**config.mk**
```make
export PLATFORM = sky130hd
export DESIGN_NAME = shift_reg_piso
export DESIGN_NICKNAME = d
export VERILOG_FILES = /design/src/rtl/shift_reg_piso.sv
export SDC_FILE = /design/constraint.sdc
export NUM_CORES = 1
export LEC_CHECK = 0
export CAP_MARGIN = 40
export CORE_MARGIN = 2
export CORE_UTILIZATION = 40
export CTS_BUF_LIST = sky130_fd_sc_hd__clkbuf_2 sky130_fd_sc_hd__clkbuf_4 sky130_fd_sc_hd__clkbuf_8
export DETAILED_ROUTE_END_ITERATION = 8
export PLACE_DENSITY_LB_ADDON = 0.25
export SYNTH_ARGS = -nofsm -noshare
export SYNTH_HDL_FRONTEND = slang
export SYNTH_SLANG_ARGS = --single-unit
```
**constraint.sdc**
```tcl
create_clock -name clk -period 4.9 [get_ports clk]
set_input_delay 0.49 -clock clk [delete_from_list [all_inputs] [get_ports clk]]
set_output_delay 0.49 -clock clk [all_outputs]
set_load 0.01 [all_outputs]
```
**src/rtl/shift_reg_piso.sv**
```systemverilog
// shift_reg_piso: parallel-in/serial-out shifter, STEP bits per beat, zero-bubble reload.
// Optional serial capture path enabled by defining SHIFT_REG_CAPTURE_EN.
module shift_reg_piso #(
   parameter int WIDTH     = 32,
   parameter int STEP      = 2,
   parameter int MSB_FIRST = 1
) (
   input  logic             clk,
   input  logic             rst_n,
   input  logic [WIDTH-1:0] load_data,
   input  logic             load_valid,
   output logic             load_ready,
   output logic [STEP-1:0]  ser_out,
   output logic             ser_valid,
   input  logic             ser_ready,
   output logic             ser_last,
   input  logic [STEP-1:0]  ser_in,
   output logic [WIDTH-1:0] cap_data,
   output logic             cap_valid
);
   localparam int BEATS = WIDTH / STEP;
   localparam int CW    = $clog2(BEATS + 1);
   typedef enum logic {IDLE, SHIFT} state_t;
   state_t           state, state_nx;
   logic [WIDTH-1:0] sr, sr_nx;
   logic [CW-1:0]    cnt, cnt_nx;
   logic             xfer, acc;
   assign ser_valid  = state == SHIFT;
   assign ser_last   = ser_valid && cnt == CW'(1);
   assign ser_out    = MSB_FIRST != 0 ? sr[WIDTH-1 -: STEP] : sr[STEP-1:0];
   assign load_ready = !ser_valid || (ser_last && ser_ready);
   assign xfer       = ser_valid && ser_ready;
   assign acc        = load_valid && load_ready;
   always_ff @(posedge clk or negedge rst_n)
      if (!rst_n) begin
         state <= IDLE;
         sr    <= '0;
         cnt   <= '0;
      end else begin
         state <= state_nx;
         sr    <= sr_nx;
         cnt   <= cnt_nx;
      end
   // A load on the last beat takes priority so the next word follows with no bubble
   always_comb begin
      state_nx = acc ? SHIFT : xfer ? (ser_last ? IDLE : SHIFT) : state;
      sr_nx    = acc ? load_data : xfer ? (MSB_FIRST != 0 ? sr << STEP : sr >> STEP) : sr;
      cnt_nx   = acc ? CW'(BEATS) : xfer ? cnt - CW'(1) : cnt;
   end
`ifdef SHIFT_REG_CAPTURE_EN
   logic [WIDTH-1:0] cr, cr_in;
   assign cr_in = MSB_FIRST != 0 ? (cr << STEP) | WIDTH'(ser_in)
                                 : (cr >> STEP) | (WIDTH'(ser_in) << (WIDTH - STEP));
   always_ff @(posedge clk or negedge rst_n)
      if (!rst_n) begin
         cr        <= '0;
         cap_data  <= '0;
         cap_valid <= 1'b0;
      end else begin
         cr        <= acc ? '0 : xfer ? cr_in : cr;
         cap_data  <= xfer && ser_last ? cr_in : cap_data;
         cap_valid <= xfer && ser_last;
      end
`else
   logic unused_ser_in;
   assign unused_ser_in = ^ser_in;
   assign cap_data      = '0;
   assign cap_valid     = 1'b0;
`endif
endmodule

```
==> results of run 1 <==
==> registers in the layout, summed over array words and instances (netlist names) <==
register   count
sr            32
cnt            5
ser_valid      1
==> per-layer routing <==
metal | track usage (%) | part of all wire [%] | vias up
met5 | 0 | 0 | -
met4 | 6.187 | 1.4 | 0
met3 | 3.506 | 5.3 | 9
met2 | 28.11 | 47 | 73
met1 | 21.95 | 46 | 1267
li1 | - | - | 1242
==> worst max-delay path by stage <==
| stage | startpoint | to | slack (ps) |
|---|---|---|---|
| after global placement | ser_ready | sr[22] | 1660 |
| after global routing | cnt[1] | load_ready | 2060 |
| final | cnt[1] | load_ready | 2190 |
| after detailed placement | ser_ready | cnt[4] | 2270 |
| after floorplan | cnt[1] | load_ready | 2940 |
| after CTS | cnt[1] | load_ready | 2170 |
==> placed cells by master, fill, tap and decap left out, drive strengths merged, types with 2 or more instances in the layout <==
master	netlist	final
a21oi	3	3
nor2	6	6
buf	42	11
nor4b	2	2
ha	2	2
conb	1	33
o311a	30	30
o22ai	30	30
o31ai	2	2
nand2	6	6
o21ai	32	32
a221o	2	2
nor3b	31	31
mux2i	32	32
clkdlybuf4s50	0	38
dfrtp	38	38
clkbuf	29	6
inv	3	3
or3	31	31
==> power groups by stage <==
stage          registers [mW]  clock network [mW]  logic [mW]
2_1_floorplan           0.536                   0       0.432
3_3_place_gp            0.566                   0       0.500
5_1_grt                 0.588               0.259       0.576
3_5_place_dp            0.573                   0       0.520
4_1_cts                 0.567               0.245       0.524
6_report                0.569               0.234       0.522
==> logic make-up (layout without fill, tap and decap cells) <==
| logic type | count (synthesis) | count (layout) | share of synthesized area, % |
|---|---|---|---|
| simple gates | 83 | 83 | 18.16 |
| fa+ha+maj | 2 | 2 | 0.8308 |
| other cells | 1 | 33 | 0.1245 |
| flops | 38 | 38 | 31.57 |
| compound gates | 101 | 101 | 23.76 |
| mux | 33 | 33 | 11.01 |
| buf+inv | 74 | 60 | 14.54 |
==> layout make-up <==
| class | count | area share (%) |
|---|---|---|
| sequential | 38 | 27.76 |
| multi-input combinational | 252 | 51.00 |
| inverter | 3 | 0.3283 |
| clock inverter | 2 | 0.3648 |
| clock buffer | 6 | 2.408 |
| tap | 99 | 3.612 |
| timing repair buffer | 49 | 14.52 |
==> worst max-delay path, delay by kind of cell, from the launching register on <==
kind	cells	cell delay, ps
AND/OR/NAND/NOR	3	400
adder cells (fa/ha/maj)	1	150
buffers and inverters	3	960
flip-flops	1	400
==> impl_metrics.yaml, run 1 <==
floorplan:
  die_y_um: 90.77
  design.core.area_um2: 7253
  io_pins: 76
  die_area_um2: 8239
  std_cell_rows: 31
  start_util_pct: 41.52
  die_w_um: 90.77
timing:
  grt_setup_unrepaired: "no"
  hold_viol_final: 0
  period_needed_ps: 2714
  fmax_mhz: 368.5
  fin_setup_tns_ps: 0
  slew_violations: 0
  setup_viol: 0
  hold_slack_ps: 47.53
  max_slew_margin_pct: 41.67
  tightest_slew_ps: 874.9
  period_share_pct: 55.39
  skew_ps: 7.350
  worst_slack_ps: 2186
routing:
  wl_per_cell_um: 16.13
  vias: 2591
  ant_nets: 0
  first_pass_iters: 4
  via_per_inst: 5.771
  drtIter0Drc: 232
  wl_um: 7244
  drc: 0
yosys:
  synth_cells: 332
  yosysMostFrequentCell: "dfrtp_1"
  synth_top_area_share_pct: 31.57
  synth_area_leader_cell: "dfrtp_1"
  seq_area_frac_synth_pct: 31.57
  syn_avg_cell_area_um2: 9.071
  synth_edf_count: 0
  yosys_warnings: 0
  synth_ff_type: "dfrtp_1"
  synthTopCellsByArea: "dfrtp_1 32%, mux2i_1 11%, o311a_1 9.6%, buf_4 8.7%, nor3b_1 7.7%"
  syn_area_um2: 3012
  yosys-top-cells-count: "38 x dfrtp_1, 35 x buf_4, 32 x mux2i_1, 32 x o21ai_0"
  ys_async_sr_fraction_pct: 100.0
  ys_seq_elements: 38
  synth.distinct_cells: 32
power_and_ir_drop:
  p_switching_mw: 0.4830
  ir_worst_vdd_v: 0.0001557
  swShare_pct: 36.44
  p_comb_share_pct: 39.4
  finalPower_mw: 1.325
  clockPowerShare_pct: 17.6
  pwr_density_cell_nw_per_um2: 386.4
  leakage_nw: 1.407
  internal_power_mw: 0.8423
  seqPwrFrac_pct: 43.0
global_routing:
  grt_use_total_pct: 17.00
  grt_first_pass_wirelength_um: 11570
  grt_pass1_vias: 2395
  grt_max_degree: 75
  antenna_found_initial: 0
  overflow: 0
final_layout:
  fin_util_pct: 47.28
  drive_gt1_share_pct: 7.143
  diodes: 0
  fin_area_um2: 3430
  multiInputGateArea_um2: 1749
  regArea_um2: 952.2
  stdcell_count: 449
  nNetsFinal: 389
  fill_cells: 701
  area_growth_pct: 13.88
min_path:
  hold_path_class: "input port to async pin"
clock_network:
  cts-root-buf: "clkbuf_8"
  h-tree-depth: 2
  cts_sinks: 38
  cts_hold_buffers: 0
  insertion_delay_ps: 300
  cts_tree: "done"
  path_clk_slew_ps: 80
  cts_resized: 0
  cts_buffers: 5
  postCtsSetupBuffers: 0
  cts_buffer_depth: 2
critical_path:
  cp-end-kind: "output port"
  cp.required_ps: 4410
  r2r-start: "cnt[1]"
  worst-endpoint-arrival_ps: 2220
  worstPathCellList: "inv_1, ha_1, nor4b_2, buf_4, nand2_1, nand2_1, clkdlybuf4s50_1"
  cp_slowest_cell: "clkdlybuf4s50_1"
  cp_common_cell: "nand2_1"
  reg2reg_to: "sr[1]"
  slowest_delay_ps: 530
  crit_fanout: 32
  reg2reg_depth: 6
  criticalPathCategory: "flop to output port"
  reg2reg_slack_ps: 2890
  startpoint_type: "flop"
placement:
  place_area_um2: 3334
  place_hpwl_um: 4229
  dp.cells: 441
  portBuffers: 40
  place_congestion: 0.7680
  pre_cts_ws_ps: 2265
outcome:
  status: "complete, no violations"
run:
  cap_violations: 0
Note: power is estimated with default switching activity, not from simulation.
==> run 2, diff against run 1 <==
- clock period: 4.9 -> 2.35 ns (I/O delays scaled with it)
==> run 2 against run 1 <==
  * Via count increased by 0.12%
  * Count of clock-buffer cells in the layout unchanged
  * Largest cell class unchanged
  * Setup slack got worse by 2000 ps
  * Sequential share of layout area decreased by 0.35 points
  * Critical path type unchanged
  * Flip-flop and latch count unchanged
  * Worst hold slack improved by 280 ps
  * Highest routed layer unchanged
==> impl_metrics.yaml, run 2 (same netlist as run 1, synthesis figures left out) <==
routing:
  ant_nets: 0
  drtIter0Drc: 216
  vias: 2594
  wl_per_cell_um: 16.09
  drc: 0
  wl_um: 7323
  via_per_inst: 5.701
  first_pass_iters: 4
global_routing:
  overflow: 0
  grt_first_pass_wirelength_um: 12120
  grt_max_degree: 68
  antenna_found_initial: 0
  grt_use_total_pct: 17.77
  grt_pass1_vias: 2423
critical_path:
  crit_fanout: 4
  reg2reg_to: "sr[23]"
  r2r-start: "cnt[1]"
  startpoint: "cnt[1]"
  cp_top_family: "buffers and inverters"
  worstPathCellList: "inv_1, ha_1, nor4b_4, buf_4, and2_1, clkdlybuf4s50_1"
  reg2reg_depth: 5
  cp-end-kind: "output port"
  cp.required_ps: 2120
  criticalPathCategory: "flop to output port"
  crit_buf_inv: 3
  slowest_delay_ps: 530
  cp_slowest_cell: "clkdlybuf4s50_1"
  reg2reg_slack_ps: 330
  startpoint_type: "flop"
  worst-endpoint-arrival_ps: 1960
floorplan:
  die_area_um2: 8239
  die_y_um: 90.77
  std_cell_rows: 31
  design.core.area_um2: 7253
  io_pins: 76
  die_w_um: 90.77
  start_util_pct: 41.52
power_and_ir_drop:
  finalPower_mw: 2.809
  p_switching_mw: 1.038
  pwr_density_cell_nw_per_um2: 808.6
  swShare_pct: 36.97
  ir_worst_vdd_v: 0.0003187
  clockPowerShare_pct: 17.9
  seqPwrFrac_pct: 43.1
  p_comb_share_pct: 39.0
  leakage_nw: 1.452
  internal_power_mw: 1.770
final_layout:
  largest_register: "sr"
  nNetsFinal: 395
  drive_gt1_share_pct: 8.427
  area_growth_pct: 15.33
  fill_cells: 694
  mostFrequentLayoutCells: "37 x dfrtp_1, 37 x clkdlybuf4s50_1, 33 x conb_1"
  diodes: 0
  largest_reg_flops: 32
clock_network:
  cts_tree: "done"
  cts_sinks: 38
  h-tree-depth: 2
  path_clk_slew_ps: 80
  cts-root-buf: "clkbuf_8"
  cts_buffers: 5
  insertion_delay_ps: 300
  cts_buffer_depth: 2
run:
  cap_violations: 0
timing:
  setup_viol: 0
  hold_slack_ps: 324.4
  period_needed_ps: 2199
  grt_setup_unrepaired: "no"
  fin_setup_tns_ps: 0
  slew_violations: 0
  hold_viol_final: 0
  period_share_pct: 93.57
  fmax_mhz: 454.8
  worst_slack_ps: 151.1
  skew_ps: 8.823
placement:
  place_hpwl_um: 4485
  place_congestion: 0.7193
  pre_cts_ws_ps: 336.3
  portBuffers: 40
outcome:
  status: "complete, no violations"
min_path:
  hold_path_class: "input port to async pin"
==> run 2: changes by cell type in the layout (fill, tap and decap cells not counted) <==
cell / before / now
buf_4: 6 / 12
buf_8: 1 / 0
buf_16: 1 / 0
nor4b_4: 0 / 1
clkdlybuf4s50_1: 38 / 37
buf_12: 1 / 2
nor4b_2: 1 / 0
dlymetal6s2s_1: 0 / 1
dlygate4sd3_1: 0 / 1
==> run 2: through the flow <==
stage	cells	util [%]	instance area, µm²
after global routing	455	47.89	3473
after CTS	454	47.63	3455
final	455	47.89	3473
after detailed placement	445	46.18	3349
after global placement	445	46.18	3349
after floorplan	364	-	3132
==> run 2: final cells by class <==
type	instances	area [µm²]	share of cell area (%)
repair buffers	55	533.0	15.35
well taps	99	123.9	3.566
flip-flops and latches	38	952.2	27.41
inverters	3	11.26	0.3242
multi-input cells	252	1758	50.61
clock inverters	2	12.51	0.3602
clock buffers	6	82.58	2.378
==> run 2: what timing repair did <==
item                       in CTS  in global routing
setup endpoints to repair       0                  2
hold endpoints to repair        8                  0
resized for setup               0                  2
setup buffers                   0                  1
hold buffers                    1                  0
==> run 2: how the worst max path moves through the flow <==
stage	endpoint	depth (start not counted)
finish	ser_last	6
global route	ser_last	6
CTS	load_ready	7
detailed placement	sr[9]	5
global placement	sr[9]	5
floorplan	sr[29]	6
==> run 2: power groups by stage <==
stage / combinational [mW] / sequential, mW / clock (mW)
finish: 1.09 / 1.21 / 0.503
global route: 1.23 / 1.26 / 0.539
CTS: 1.09 / 1.20 / 0.515
detailed placement: 1.08 / 1.21 / 0
global placement: 1.06 / 1.19 / 0
floorplan: 0.901 / 1.12 / 0
==> run 2: metal layers <==
layer | vias to the layer above | wire length, µm | GRT usage (%)
met2 | 64 | 3390 | 27.61
met4 | 0 | 80 | 5.429
li1 | 1248 | - | -
met3 | 8 | 305 | 3.339
met1 | 1274 | 3546 | 25.08
met5 | - | 0 | 0
==> run 3, diff against run 2 <==
- SLEW_MARGIN: default -> 20
==> results of run 3 <==
Final layout, timing and power as in run 2 (identical DEF).
